### config.mk
export PLATFORM = sky130hd
export DESIGN_NAME = sid_write_scheduler
export DESIGN_NICKNAME = d
export VERILOG_FILES = /design/src/rtl/sid_sched_pkg.sv /design/src/rtl/sid_sched_fifo.sv /design/src/rtl/sid_write_scheduler.sv
export SDC_FILE = /design/constraint.sdc
export NUM_CORES = 1
export LEC_CHECK = 0
export CAP_MARGIN = 20
export CORE_MARGIN = 4
export CORE_UTILIZATION = 40
export CTS_BUF_LIST = sky130_fd_sc_hd__clkbuf_4
export CTS_CLUSTER_SIZE = 12
export DETAILED_ROUTE_END_ITERATION = 8
export GPL_TIMING_DRIVEN = 0
export PLACE_DENSITY = 0.56
export SETUP_SLACK_MARGIN = 0.05
export SLEW_MARGIN = 40
export SYNTH_ARGS = -nofsm -noshare
export SYNTH_HDL_FRONTEND = slang
export SYNTH_HIERARCHICAL = 1
export SYNTH_SLANG_ARGS = --single-unit
### constraint.sdc
create_clock -name clk -period 7.25 [get_ports clk]
set_input_delay 0.725 -clock clk [delete_from_list [all_inputs] [get_ports clk]]
set_output_delay 0.725 -clock clk [all_outputs]
set_load 0.01 [all_outputs]
### src/rtl/sid_sched_pkg.sv
// sid_sched_pkg: shared widths, queue-entry layout and sequencer states for
// the SID write scheduler.
//   SID_AW / SID_DW  : SID register address / data widths
//   WAIT_W           : width of the per-entry tick delay
//   *_LSB, ENTRY_W   : bit layout of one queued entry {addr, data, wait}
//   sched_state_e    : sequencer FSM states
package sid_sched_pkg;

    localparam int SID_AW  = 6;
    localparam int SID_DW  = 8;
    localparam int WAIT_W  = 8;

    localparam int WAIT_LSB = 0;
    localparam int DATA_LSB = WAIT_LSB + WAIT_W;
    localparam int ADDR_LSB = DATA_LSB + SID_DW;
    localparam int ENTRY_W  = ADDR_LSB + SID_AW;

    typedef enum logic [1:0] {
        IDLE,
        WAIT,
        ISSUE
    } sched_state_e;

    function automatic logic [ENTRY_W-1:0] pack_entry(
        input logic [SID_AW-1:0] addr,
        input logic [SID_DW-1:0] data,
        input logic [WAIT_W-1:0] ticks
    );
        return {addr, data, ticks};
    endfunction

endpackage

### src/rtl/sid_sched_fifo.sv
// sid_sched_fifo: synchronous FIFO with single-cycle flush.
//   clk, rst : clock, synchronous active-high reset
//   push     : write din (ignored when full or flushing)
//   pop      : advance head (ignored when empty or flushing)
//   flush    : empty the FIFO in one cycle; wins over push/pop
//   din      : entry to write
//   dout     : current head, combinational
//   level    : number of stored entries
//   full     : level == DEPTH
//   empty    : level == 0
module sid_sched_fifo
    import sid_sched_pkg::*;
#(
    parameter int DEPTH = 16,
    parameter int WIDTH = ENTRY_W
) (
    input  logic                   clk,
    input  logic                   rst,
    input  logic                   push,
    input  logic                   pop,
    input  logic                   flush,
    input  logic [WIDTH-1:0]       din,
    output logic [WIDTH-1:0]       dout,
    output logic [$clog2(DEPTH):0] level,
    output logic                   full,
    output logic                   empty
);

    localparam int AW = $clog2(DEPTH);

    logic [WIDTH-1:0] mem [DEPTH];
    logic [AW-1:0]    rd_ptr;
    logic [AW-1:0]    wr_ptr;
    logic             do_push;
    logic             do_pop;

    assign full    = (level == (AW + 1)'(DEPTH));
    assign empty   = (level == '0);
    assign do_push = push && !full && !flush;
    assign do_pop  = pop && !empty && !flush;
    assign dout    = mem[rd_ptr];

    always_ff @(posedge clk) begin
        if (do_push) begin
            mem[wr_ptr] <= din;
        end
    end

    // DEPTH is a power of two, so the pointers wrap on natural overflow.
    always_ff @(posedge clk) begin
        if (rst || flush) begin
            rd_ptr <= '0;
            wr_ptr <= '0;
            level  <= '0;
        end else begin
            if (do_push) begin
                wr_ptr <= wr_ptr + 1'b1;
            end
            if (do_pop) begin
                rd_ptr <= rd_ptr + 1'b1;
            end
            if (do_push && !do_pop) begin
                level <= level + 1'b1;
            end else if (!do_push && do_pop) begin
                level <= level - 1'b1;
            end
        end
    end

endmodule

### src/rtl/sid_write_scheduler.sv
// sid_write_scheduler: arbitrates direct host access and a FIFO of timed
// register writes onto the SID register port. Host access always wins.
//   clk, rst            : clock, synchronous active-high reset
//   h_addr/h_wdata      : direct-access address / write data
//   h_cyc/h_we          : direct-access request pulse / write qualifier
//   h_rdata/h_ack       : read data / completion, one cycle after h_cyc
//   q_valid/q_ready     : queue push handshake
//   q_addr/q_data/q_wait: queued write and its delay in ticks (from head)
//   flush               : discard queue and any held entry
//   q_level             : entries in the queue
//   seq_busy            : sequencer holds an entry
//   sid_*               : SID register port (sid_rdata valid cycle after cyc)
module sid_write_scheduler
    import sid_sched_pkg::*;
#(
    parameter int DEPTH    = 16,
    parameter int PRESCALE = 1000
) (
    input  logic                   clk,
    input  logic                   rst,
    input  logic [SID_AW-1:0]      h_addr,
    input  logic [SID_DW-1:0]      h_wdata,
    input  logic                   h_cyc,
    input  logic                   h_we,
    output logic [SID_DW-1:0]      h_rdata,
    output logic                   h_ack,
    input  logic                   q_valid,
    output logic                   q_ready,
    input  logic [SID_AW-1:0]      q_addr,
    input  logic [SID_DW-1:0]      q_data,
    input  logic [WAIT_W-1:0]      q_wait,
    input  logic                   flush,
    output logic [$clog2(DEPTH):0] q_level,
    output logic                   seq_busy,
    output logic [SID_AW-1:0]      sid_addr,
    output logic [SID_DW-1:0]      sid_wdata,
    output logic                   sid_cyc,
    output logic                   sid_we,
    input  logic [SID_DW-1:0]      sid_rdata
);

    localparam int PW = $clog2(PRESCALE);

    logic [PW-1:0]      ps_cnt;
    logic               tick;
    logic               ack_q;
    logic               rd_q;

    logic [ENTRY_W-1:0] fifo_dout;
    logic               fifo_full;
    logic               fifo_empty;
    logic               fifo_pop;
    logic [SID_AW-1:0]  head_addr;
    logic [SID_DW-1:0]  head_data;
    logic [WAIT_W-1:0]  head_wait;

    sched_state_e       state_q;
    sched_state_e       state_d;
    logic [SID_AW-1:0]  hold_addr;
    logic [SID_DW-1:0]  hold_data;
    logic [WAIT_W-1:0]  wait_cnt;
    logic               load;
    logic               dec;
    logic               issue;

    // Free-running tick prescaler; deliberately untouched by flush.
    assign tick = (ps_cnt == PW'(PRESCALE - 1));

    always_ff @(posedge clk) begin
        if (rst || tick) begin
            ps_cnt <= '0;
        end else begin
            ps_cnt <= ps_cnt + 1'b1;
        end
    end

    // SID read data is already registered, so h_rdata just gates it through.
    always_ff @(posedge clk) begin
        if (rst) begin
            ack_q <= 1'b0;
            rd_q  <= 1'b0;
        end else begin
            ack_q <= h_cyc;
            rd_q  <= h_cyc && !h_we;
        end
    end

    assign h_ack   = ack_q;
    assign h_rdata = rd_q ? sid_rdata : '0;

    sid_sched_fifo #(
        .DEPTH (DEPTH),
        .WIDTH (ENTRY_W)
    ) u_fifo (
        .clk   (clk),
        .rst   (rst),
        .push  (q_valid && q_ready),
        .pop   (fifo_pop),
        .flush (flush),
        .din   (pack_entry(q_addr, q_data, q_wait)),
        .dout  (fifo_dout),
        .level (q_level),
        .full  (fifo_full),
        .empty (fifo_empty)
    );

    assign q_ready   = !fifo_full;
    assign head_addr = fifo_dout[ADDR_LSB +: SID_AW];
    assign head_data = fifo_dout[DATA_LSB +: SID_DW];
    assign head_wait = fifo_dout[WAIT_LSB +: WAIT_W];

    always_ff @(posedge clk) begin
        if (rst) begin
            state_q <= IDLE;
        end else begin
            state_q <= state_d;
        end
    end

    always_comb begin
        state_d  = state_q;
        fifo_pop = 1'b0;
        load     = 1'b0;
        dec      = 1'b0;
        issue    = 1'b0;
        case (state_q)
            IDLE: begin
                if (!fifo_empty) begin
                    fifo_pop = 1'b1;
                    load     = 1'b1;
                    state_d  = (head_wait == '0) ? ISSUE : WAIT;
                end
            end
            WAIT: begin
                if (tick) begin
                    if (wait_cnt == WAIT_W'(1)) begin
                        state_d = ISSUE;
                    end else begin
                        dec = 1'b1;
                    end
                end
            end
            ISSUE: begin
                if (!h_cyc) begin
                    issue   = 1'b1;
                    state_d = IDLE;
                end
            end
            default: state_d = IDLE;
        endcase
        if (flush) begin
            state_d  = IDLE;
            fifo_pop = 1'b0;
            load     = 1'b0;
            dec      = 1'b0;
            issue    = 1'b0;
        end
    end

    always_ff @(posedge clk) begin
        if (rst) begin
            hold_addr <= '0;
            hold_data <= '0;
            wait_cnt  <= '0;
        end else if (load) begin
            hold_addr <= head_addr;
            hold_data <= head_data;
            wait_cnt  <= head_wait;
        end else if (dec) begin
            wait_cnt <= wait_cnt - 1'b1;
        end
    end

    assign seq_busy = (state_q != IDLE);

    always_comb begin
        sid_cyc   = 1'b0;
        sid_we    = 1'b0;
        sid_addr  = '0;
        sid_wdata = '0;
        if (h_cyc) begin
            sid_cyc   = 1'b1;
            sid_we    = h_we;
            sid_addr  = h_addr;
            sid_wdata = h_wdata;
        end else if (issue) begin
            sid_cyc   = 1'b1;
            sid_we    = 1'b1;
            sid_addr  = hold_addr;
            sid_wdata = hold_data;
        end
    end

endmodule

==> results by group <==
Clock network
  • H-tree levels: 3
  • CTS tree: yes
  • TritonCTS Buffers: around 100
  • Worst-skew pair later-pin latency: 760 ps
  • Maximum clock path buffer count: 3
  • Hold buffers post-CTS: 0
  • Setup Buffers After CTS: 0
  • PostCTS Resize Cnt: 0
  • CTS sink cnt: 405
  • Buffer type at the clock tree root: sky130_fd_sc_hd__clkbuf_4
  • Clock slew seen by the registers of the worst setup and hold paths: ~60 ps

Drt
  • Total number of vias: approximately 9000
  • Post-detailed-routing wire length: roughly 38000 um
  • Antenna-violating nets left: 0
  • DR iter-0 viols: roughly 660
  • Number of detailed-route iterations in the first pass: 5
  • Wire per inst: 22.0 um
  • Post-route DRC violation count: 0
  • Mean number of vias per cell: 5.27

Floorplan
  • Die Y: 209 um
  • Std-Cell Rows: 73
  • Count of pins on the block boundary: a little over 80
  • Initial Util: about two fifths
  • Std-Cell Core Area: approximately 40000 sq um
  • Width of the chip: 209 um
  • Floorplan die area: ~44000 sq um

Critical path
  • Data arrival time of the critical path: 4540 ps
  • Maximum net fanout on the critical path: 12
  • Kind of cell adding the most delay to the critical path: simple AND/OR/NAND/NOR gates
  • Critical register-to-register path endpoint: u_fifo/level[3]$_SDFFE_PP0P_
  • Type of the worst setup path: reg -> reg
  • Slowest cell on the critical path: sky130_fd_sc_hd__buf_1
  • Nature of the critical path startpoint: flop
  • WP buf/inv: 4
  • Worst-case register-to-register setup slack: 3350 ps
  • Required time of the critical path: slightly below 8000 ps
  • Reg-to-Reg Start: u_fifo/level[0]$_SDFFE_PP0P_
  • Count of cells along the worst register-to-register path: 15
  • Cells along the critical path: or4_4 -> buf_6 -> nor2_1 -> or3_1 -> clkinv_1 -> buf_1 -> o21ai_4 -> or2_2 -> ha_1 -> inv_1 -> ha_1 -> a21o_1 -> a21oi_1 -> nor4_1 -> or3_1
  • Start point of the critical path: u_fifo/level[0]$_SDFFE_PP0P_
  • Capturing element type of the critical path: flop
  • Highest cell delay on the worst timing path: 520 ps

Logic synthesis
  • Leading cell types by count after synthesis: sky130_fd_sc_hd__edfxtp_1 (352), sky130_fd_sc_hd__mux4_2 (88), sky130_fd_sc_hd__nand2_1 (61), sky130_fd_sc_hd__dfxtp_1 (53), sky130_fd_sc_hd__nor2_1 (43)
  • Async set-or-reset flop fraction in the synthesized netlist: 0%
  • Largest area contributor in the netlist: sky130_fd_sc_hd__edfxtp_1
  • Number of storage elements in the synthesis netlist: around 400
  • Top flip-flop cell by instance count after synthesis: sky130_fd_sc_hd__edfxtp_1
  • Post-Synthesis Net Count: 944
  • Synthesized instance count: between 800 and 900
  • Count leader, synth: sky130_fd_sc_hd__edfxtp_1
  • Synthesized area per cell: about 18 sq um
  • Post-synthesis instance area: 16100 sq um
  • Sequential share of the synthesized area: around 72%
  • Leading post-synthesis cells by cell area: sky130_fd_sc_hd__edfxtp_1 (66%), sky130_fd_sc_hd__mux4_2 (12%), sky130_fd_sc_hd__dfxtp_1 (6.6%)
  • Count of synthesis-stage warnings from yosys: 6
  • Number of synthesized flops with an enable pin: 352
  • Portion of synthesized cell area occupied by the leading cell type: around 66%
  • Synth unique cells: 54

Power and ir drop
  • Worst IR drop on VDD: 81.2 uV
  • Power share of the sequential group: between 50% and 60%
  • Fraction of power spent switching nets: between 20% and 30%
  • Power Density: 237 nW/um^2
  • Net switching power: 1020 uW
  • Cell internal power dissipation: roughly 3600 uW
  • Share of power burned in the clock network: between 30% and 40%
  • Relative contribution of combinational cells to total power: approximately 5.0%
  • LEAKAGE: ~0.0064 uW

Final layout
  • Layout cells sized above 1: around 30%
  • Layout fillers: around 3300
  • Final net count: between 1000 and 1500
  • Area growth from synthesis to layout: 20.4%
  • Final core utilization: just under 50%
  • Number of standard cells in the layout, taps in and fillers out: between 1500 and 2000

Hold path
  • Number of instances on the worst hold path: 1
  • Worst hold endpoint: ps_cnt[0]$_SDFF_PP0_
  • HP Start: ps_cnt[0]$_SDFF_PP0_
  • Path category of the worst min-delay check: reg -> reg

Timing
  • Number of hold violations in the final report: 0
  • Smallest setup slack after layout: between 3000 and 4000 ps
  • Post-route fraction of the period consumed by the critical path: a little over half
  • Setup TNS after final layout: 0 ps
  • Max Slew Vio Count: 0
  • Setup repair after global routing missed its margin: false
  • Max-slew headroom: about 41%
  • Endpoints failing setup: 0
  • Slew at the pin with the worst max-slew slack: 885 ps
  • Crit path time final: a little under 4000 ps
  • Clock skew: between 40 and 50 ps
  • Max Clk Rate: 0.257 GHz

Place
  • Last weighted congestion value of the routability-driven placer: ~0.79
  • Placed cell count: between 1500 and 2000
  • DP Wirelength: around 25000 um
  • Setup slack at placement: ~2600 ps
  • Count of buffers from port buffering: 81

Outcome
  • Result of the run: finished clean

Global route
  • Largest net degree at the start of global routing: 17
  • Overflow left after global routing: 0
  • Vias in the first global route: approximately 9300
  • Number of antenna violations at the first check in global routing: 1
  • Global-route wire length before repair: 57300 um
  • Global-route usage over all layers: 17.3%

Run
  • Number of max-cap violations: 0
-- cell type report --
| type | count | area, sq um | area share [%] |
|---|---|---|---|
| clock buffer | 145 | 1090 | 5.61 |
| timing repair buffer | 123 | 1280 | 6.61 |
| inverter | 13 | 48.8 | 0.252 |
| sequential | 405 | 11600 | 60.0 |
| antenna | 1 | 2.50 | 0.0129 |
| multi-input combinational | 417 | 4290 | 22.1 |
| clock inverter | 34 | 130 | 0.671 |
| tap | 525 | 657 | 3.39 |
| buffer | 46 | 262 | 1.35 |
-- placed cells by master (no fill, tap or decap), types with 11 or more instances in the layout --
cell / n
sky130_fd_sc_hd__clkdlybuf4s50_1: 81
sky130_fd_sc_hd__a22oi_2: 20
sky130_fd_sc_hd__clkbuf_1: 18
sky130_fd_sc_hd__a22oi_1: 24
sky130_fd_sc_hd__nand2_1: 61
sky130_fd_sc_hd__a21oi_1: 21
sky130_fd_sc_hd__ha_1: 12
sky130_fd_sc_hd__nor2_1: 34
sky130_fd_sc_hd__clkbuf_4: 145
sky130_fd_sc_hd__mux4_2: 88
sky130_fd_sc_hd__edfxtp_1: 352
sky130_fd_sc_hd__buf_4: 19
sky130_fd_sc_hd__inv_1: 12
sky130_fd_sc_hd__nand3_1: 11
sky130_fd_sc_hd__a22o_1: 14
sky130_fd_sc_hd__clkinv_1: 30
sky130_fd_sc_hd__buf_2: 23
sky130_fd_sc_hd__dfxtp_1: 53
-- worst max path at each step --
| stage | to | depth (start not counted) |
|---|---|---|
| floorplan | u_fifo/mem[0][0]$_DFFE_PP_ | 6 |
| finish | u_fifo/level[3]$_SDFFE_PP0P_ | 15 |
| detailed placement | u_fifo/level[3]$_SDFFE_PP0P_ | 13 |
| global placement | u_fifo/mem[0][13]$_DFFE_PP_ | 4 |
| CTS | u_fifo/level[3]$_SDFFE_PP0P_ | 15 |
| global route | u_fifo/level[3]$_SDFFE_PP0P_ | 15 |
-- sequential cells by signal (all words and copies together) (netlist names), named ones only --
signal and flops:
hold_addr 6, state_q 2, ps_cnt 10, wait_cnt 8, h_ack 1, u_fifo/rd_ptr 4, rd_q 1, hold_data 8
u_fifo/mem 352, u_fifo/wr_ptr 4, u_fifo/level 5
-- metrics by stage --
stage | power [uW] | area [sq um] | hold WS, ps
2_1_floorplan | 2740 | 16100 | 418
3_3_place_gp | 2850 | 17600 | 431
3_5_place_dp | 2850 | 18200 | 443
4_1_cts | 4680 | 19400 | 457
5_1_grt | 4840 | 19400 | 478
6_report | 4600 | 19400 | 448
-- worst register-to-register path, cell delays in order, from the launching register on --
cell and delay, ps:
sky130_fd_sc_hd__dfxtp_1 440, sky130_fd_sc_hd__or4_4 180, sky130_fd_sc_hd__buf_6 140, sky130_fd_sc_hd__nor2_1 70
sky130_fd_sc_hd__or3_1 400, sky130_fd_sc_hd__clkinv_1 160, sky130_fd_sc_hd__buf_1 520, sky130_fd_sc_hd__o21ai_4 140
sky130_fd_sc_hd__or2_2 320, sky130_fd_sc_hd__ha_1 200, sky130_fd_sc_hd__inv_1 150, sky130_fd_sc_hd__ha_1 260
sky130_fd_sc_hd__a21o_1 180, sky130_fd_sc_hd__a21oi_1 180, sky130_fd_sc_hd__nor4_1 60, sky130_fd_sc_hd__or3_1 370
-- power by group through the flow --
stage / clock (uW) / combinational (uW) / sequential [uW]
after floorplan: 0 / 122 / 2620
after global placement: 0 / 225 / 2620
after detailed placement: 0 / 233 / 2620
after CTS: 1870 / 234 / 2570
after global routing: 2010 / 256 / 2570
final: 1800 / 230 / 2570
-- per-layer routing --
metal | track usage, % | wire, um | part of all wire (%)
met5 | 0 | 0 | 0
met4 | 5.69 | 708 | 1.9
met3 | 4.04 | 2180 | 5.8
met2 | 27.2 | 17900 | 47
met1 | 24.3 | 16900 | 45
-- cell families (layout without fill, tap and decap cells) --
| family | after synthesis | after routing | share of synthesized area [%] |
|---|---|---|---|
| flip-flops | 405 | 405 | 72.2 |
| AND/OR/NAND/NOR | 184 | 184 | 5.77 |
| AO/OA/AOI/OAI | 114 | 114 | 5.78 |
| multiplexers | 90 | 90 | 12.4 |
| buffers and inverters | 59 | 361 | 1.85 |
| XOR/XNOR | 16 | 16 | 0.917 |
| adder cells (fa/ha/maj) | 13 | 13 | 1.06 |
| other | 0 | 1 | 0 |
(Power assumes the default switching activity.)
==> variant 1, RTL diff (same settings) <==
The 3 states of `sched_state_e` get a one-hot encoding in 3 bits.
--- a/src/rtl/sid_sched_pkg.sv
+++ b/src/rtl/sid_sched_pkg.sv
@@ -16,8 +16,8 @@
     localparam int ENTRY_W  = ADDR_LSB + SID_AW;
 
-    typedef enum logic [1:0] {
-        IDLE,
-        WAIT,
-        ISSUE
+    typedef enum logic [2:0] {
+        IDLE  = 3'b001,
+        WAIT  = 3'b010,
+        ISSUE = 3'b100
     } sched_state_e;
 
Function: same outputs for any inputs over 4 cycles, from zero or initial values and one cycle with rst high; so few cycles prove little.
==> variant 1 against the original RTL <==
Combinational power up 8.7%. Power rose by 4.0%. Count of clock-buffer cells in the layout increased by 20. First-iteration DRC count fell by 7.9%. Final area grew 0.79%. Synthesized area grew 0.52%. Routed wire length down 0.86%. Non-clock buffer count shrank 1. Sequential cell count rose by 1. Setup slack got worse by 0.054 ns.
==> variant 1: results (changes against the original RTL) <==
Route
  • Initial detailed-routing violation count: 604 (was 656)
  • Metal-1 WL: 16,600 um (was 16,900 um)
  • Wire length on met2: 17,900 um (about the same)
  • DR WL/cell: 21.7 um (was 22.0 um)
  • Met3 WL post-DR: 2140 um (was 2180 um)

Power and ir drop
  • VDD IR max: 0.0971 mV (was 0.0812 mV)
  • LEAKAGE: 6.43 nW (was 6.36 nW)
  • Pint: 3.73 mW (was 3.57 mW)

Worst setup path
  • Critical Path Start: flush (was u_fifo/level[0])
  • Crit path to: sid_wdata[5] (was u_fifo/level[3])
  • Reg2Reg Depth: 14 (was 15)
  • CP peak stage delay: 0.70 ns (was 0.52 ns)
  • Crit path max-delay family: buffers and inverters (was simple AND/OR/NAND/NOR gates)
  • Reg2Reg Launch Point: state_q[0] (was u_fifo/level[0])
  • Critical-path top delay cell: clkdlybuf4s50_1 (was buf_1)

Logic synthesis
  • Synth async-reset ratio: 0% (unchanged)
  • Library cells used by synthesis: 59 (was 54)
  • Net Count, Synth: 952 (was 944)
  • Register area share after synthesis: 72.0% (was 72.2%)
  • Top post-synthesis cells by area: edfxtp_1 65%, mux4_2 12%, dfxtp_1 6.7%, a22oi_2 1.5%, nand2_1 1.4% (was edfxtp_1 66%, mux4_2 12%, dfxtp_1 6.6%, a22oi_2 1.6%, nand2_1 1.4%)
  • Synth top cells by count: 352 x edfxtp_1, 88 x mux4_2, 60 x nand2_1 (was 352 x edfxtp_1, 88 x mux4_2, 61 x nand2_1)

Placement
  • RD Place Congestion: 0.793 (was 0.785)
  • HPWL after DPL: 24,900 um (was 25,400 um)
  • Number of port buffers: 80 (was 81)

Finish
  • Fraction of layout instances using a drive strength above 1: 31.3% (was 30.3%)
  • Layout net count: 1,181 (was 1,172)

GRT
  • Number of global-route vias before repair: 9,445 (was 9,318)

Clocking
  • Clock buffer count from CTS: 107 (was 103)
  • Skew-Pair Late Insertion Delay: 0.78 ns (was 0.76 ns)

Worst hold path
  • Hold Crit Class: in -> reg (was reg -> reg)

Status
  • Status: finished, final reports clean (unchanged)

Timing
  • Worst-Margin Slew: 0.819 ns (was 0.885 ns)
## variant 1: changes by cell type in the layout (fill, tap and decap cells not counted), sizes merged, moves of 3 or more
cell,change
clkinv,-17
nor3,-5
nor4,-3
clkbuf,+21
nor2,+8
a31oi,-6
a311oi,+6
## variant 1: logic make-up (layout without fill, tap and decap cells)
group | after synthesis | in the layout | synth area share, %
compound gates | 113 | 113 | 5.85
xor+xnor | 15 | 15 | 0.858
fa+ha+maj | 13 | 13 | 1.05
buf+inv | 61 | 365 | 1.87
flops | 406 | 406 | 72.0
mux | 92 | 92 | 12.5
other cells | 0 | 1 | 0
simple gates | 189 | 189 | 5.93
## variant 1: worst min-delay path by stage
stage	start	end	slack, ns	cells after the start
after CTS	h_cyc	h_ack	0.28	2
after detailed placement	ps_cnt[0]	ps_cnt[0]	0.45	1
final	h_cyc	h_ack	0.38	2
after global routing	h_cyc	h_ack	0.34	2
after global placement	ps_cnt[0]	ps_cnt[0]	0.44	1
after floorplan	ps_cnt[0]	ps_cnt[0]	0.43	1
## variant 1: power by group through the flow
stage               combinational (mW)  clock [mW]  sequential (mW)
floorplan                        0.136           0             2.63
global placement                 0.245           0             2.63
detailed placement               0.253           0             2.63
CTS                              0.253        2.03             2.58
global route                     0.276        2.15             2.58
finish                           0.250        1.95             2.58
## variant 1: stage by stage
step / total power [mW] / utilization (%) / setup WS [ns] / cells / cell area (um^2)
2_1_floorplan: 2.76 / - / 3.35 / 889 / 16200
3_3_place_gp: 2.88 / 44.2 / 0.177 / 1494 / 17700
3_5_place_dp: 2.88 / 45.6 / 2.66 / 1534 / 18200
4_1_cts: 4.86 / 49.0 / 3.24 / 1718 / 19500
5_1_grt: 5.01 / 49.0 / 3.10 / 1719 / 19500
6_report: 4.78 / 49.0 / 3.30 / 1719 / 19500
## variant 1: final cells by class
class	count	area (um^2)
antenna	1	2.50
buffer	48	260
clock buffer	165	1240
clock inverter	19	103
fill	3429	20400
inverter	13	48.8
multi-input combinational	422	4350
sequential	406	11700
tap	525	657
timing repair buffer	120	1240
## variant 1: layer usage
| layer | up-vias | global-route usage, % |
|---|---|---|
| met5 | - | 0 |
| met4 | 0 | 5.27 |
| met3 | 59 | 4.13 |
| met2 | 287 | 27.6 |
| met1 | 4626 | 23.6 |
| li1 | 4118 | - |
==> variant 2, RTL diff (config.mk and constraints unchanged) <==
Made on the original files. The parameter `PRESCALE` goes from 1000 to 4000.
--- a/src/rtl/sid_write_scheduler.sv
+++ b/src/rtl/sid_write_scheduler.sv
@@ -15,5 +15,5 @@
 #(
     parameter int DEPTH    = 16,
-    parameter int PRESCALE = 1000
+    parameter int PRESCALE = 4000
 ) (
     input  logic                   clk,
Formal check against the unedited RTL: same outputs for any inputs over 4 cycles, from zero or initial values and one cycle with rst high; that may be too few to reach the edited logic, so the function may still have changed.
==> variant 2 against the original RTL <==
Sequential cell count up 2. Critical path depth shrank 9. Non-clock buffer count increased by 2. Largest cell class unchanged. Final area increased by 1.4%. Setup slack lost 0.57 ns. Die area is 1.3% higher. Routed wire length increased by 1.4%. Synthesized area up 1.3%. Sequential power about the same. Power is 4.0% higher. Critical path type is now in -> out.
==> variant 2: results (changes against the original RTL) <==
Status
  • Status: finished, final reports clean (unchanged)

Timing
  • Fin Clk Skew: 0.0551 ns (was 0.0440 ns)

Finish
  • Clock network area share: 6.96% (was 6.28%)
  • Largest regs: u_fifo/mem: 352 flops, ps_cnt: 12 flops (was u_fifo/mem: 352 flops, ps_cnt: 10 flops)
  • Filler cell count in the final layout: 3,463 (was 3,348)
  • Buffering overhead: 7.68% (was 7.96%)
  • Non-clk bufs: 171 (was 169)
  • Fraction of area in multi-input gates: 22.5% (was 22.1%)
  • Syn-to-layout area delta: 20.5% (was 20.4%)
  • Antenna cells: 2 (was 1)
  • Non-CTS inverters: 9 (was 13)
  • Fraction of layout instances using a drive strength above 1: 31.1% (was 30.3%)
  • Layout net count: 1,192 (was 1,172)
  • #MultiIn Comb: 433 (was 417)
  • Sequential cell count: 407 (was 405)
  • Clock buf count: 159 (was 145)
  • Seq/total area: 59.4% (was 60.0%)

Power and ir drop
  • Combinational power: 0.241 mW (was 0.230 mW)
  • Seq power: 2.58 mW (was 2.57 mW)
  • NetSw: 1.04 mW (was 1.02 mW)
  • LEAKAGE: 6.53 nW (was 6.36 nW)
  • VDD IR max: 0.127 mV (was 0.0812 mV)

GRT
  • Total track usage: 17.4% (was 17.3%)
  • GR Layer Usage met3: 4.39% (was 4.04%)
  • Number of global-route vias before repair: 9,567 (was 9,318)
  • First-pass GRT wire length: 58,000 um (was 57,300 um)
  • Initial antenna violation count: 2 (was 1)
  • GR Util met2: 27.7% (was 27.2%)
  • Met1 Use GR: 24.1% (was 24.3%)

Clocking
  • H-tree depth: 3 (unchanged)
  • Worst-path clk slew: 0.06 ns (about the same)
  • Skew-Pair Late Insertion Delay: 0.78 ns (was 0.76 ns)
  • CTS-repair resized insts: 0 (unchanged)

Worst setup path
  • R2R setup slack: 3.44 ns (was 3.35 ns)
  • Critical Path Start: flush (was u_fifo/level[0])
  • Crit path to: sid_addr[0] (was u_fifo/level[3])
  • Critical path data arrival time: 3.75 ns (was 4.54 ns)
  • Reg2Reg Depth: 16 (was 15)
  • Crit Path Max Fanout: 11 (was 12)

Logic synthesis
  • Library cells used by synthesis: 64 (was 54)
  • Register area share after synthesis: 71.5% (was 72.2%)
  • Synth top cells by count: 352 x edfxtp_1, 88 x mux4_2, 62 x nand2_1 (was 352 x edfxtp_1, 88 x mux4_2, 61 x nand2_1)
  • Top post-synthesis cells by area: edfxtp_1 65%, mux4_2 12%, dfxtp_1 6.7%, a22oi_2 1.5%, nand2_1 1.4% (was edfxtp_1 66%, mux4_2 12%, dfxtp_1 6.6%, a22oi_2 1.6%, nand2_1 1.4%)
  • Net Count, Synth: 962 (was 944)

Worst hold path
  • Hold endpoint: hold_data[6] (was ps_cnt[0])
  • Hold Path Depth: 2 (was 1)
  • Hold Crit Start: hold_data[6] (was ps_cnt[0])

Placement
  • Placed Area: 0.0183 mm^2 (was 0.0182 mm^2)
  • Number of port buffers: 80 (was 81)

Route
  • Metal-1 WL: 17,300 um (was 16,900 um)
  • Vias per cell: 5.28 (was 5.27)
  • Initial detailed-routing violation count: 844 (was 656)
  • Wire length on met2: 18,100 um (was 17,900 um)
==> variant 2: through the flow <==
| step | hold slack (ns) | cells | total power, mW | setup slack [ns] |
|---|---|---|---|---|
| global placement | 0.446 | 1504 | 2.87 | 0.0394 |
| global route | 0.471 | 1732 | 5.02 | 2.53 |
| CTS | 0.460 | 1730 | 4.87 | 2.70 |
| detailed placement | 0.451 | 1545 | 2.87 | 2.47 |
| floorplan | 0.426 | 899 | 2.76 | 3.35 |
| finish | 0.457 | 1732 | 4.78 | 2.78 |
==> variant 2: cells by family after synthesis <==
kind of cell	after synthesis	synth area share [%]
AOI/OAI and AO/OA	114	5.82
xor gates and xnor gates	18	1.01
adders and majority gates	13	1.04
buffers and inverters	59	2.08
DFF	407	71.5
muxes	91	12.3
and+or+nand+nor	197	6.20
==> variant 2: worst max-delay path, stage by stage <==
cell	delay, ns
clkdlybuf4s50_1	0.67
nor3b_1	0.40
nor2b_1	0.68
clkbuf_1	0.51
a22o_1	0.22
clkdlybuf4s50_1	0.54
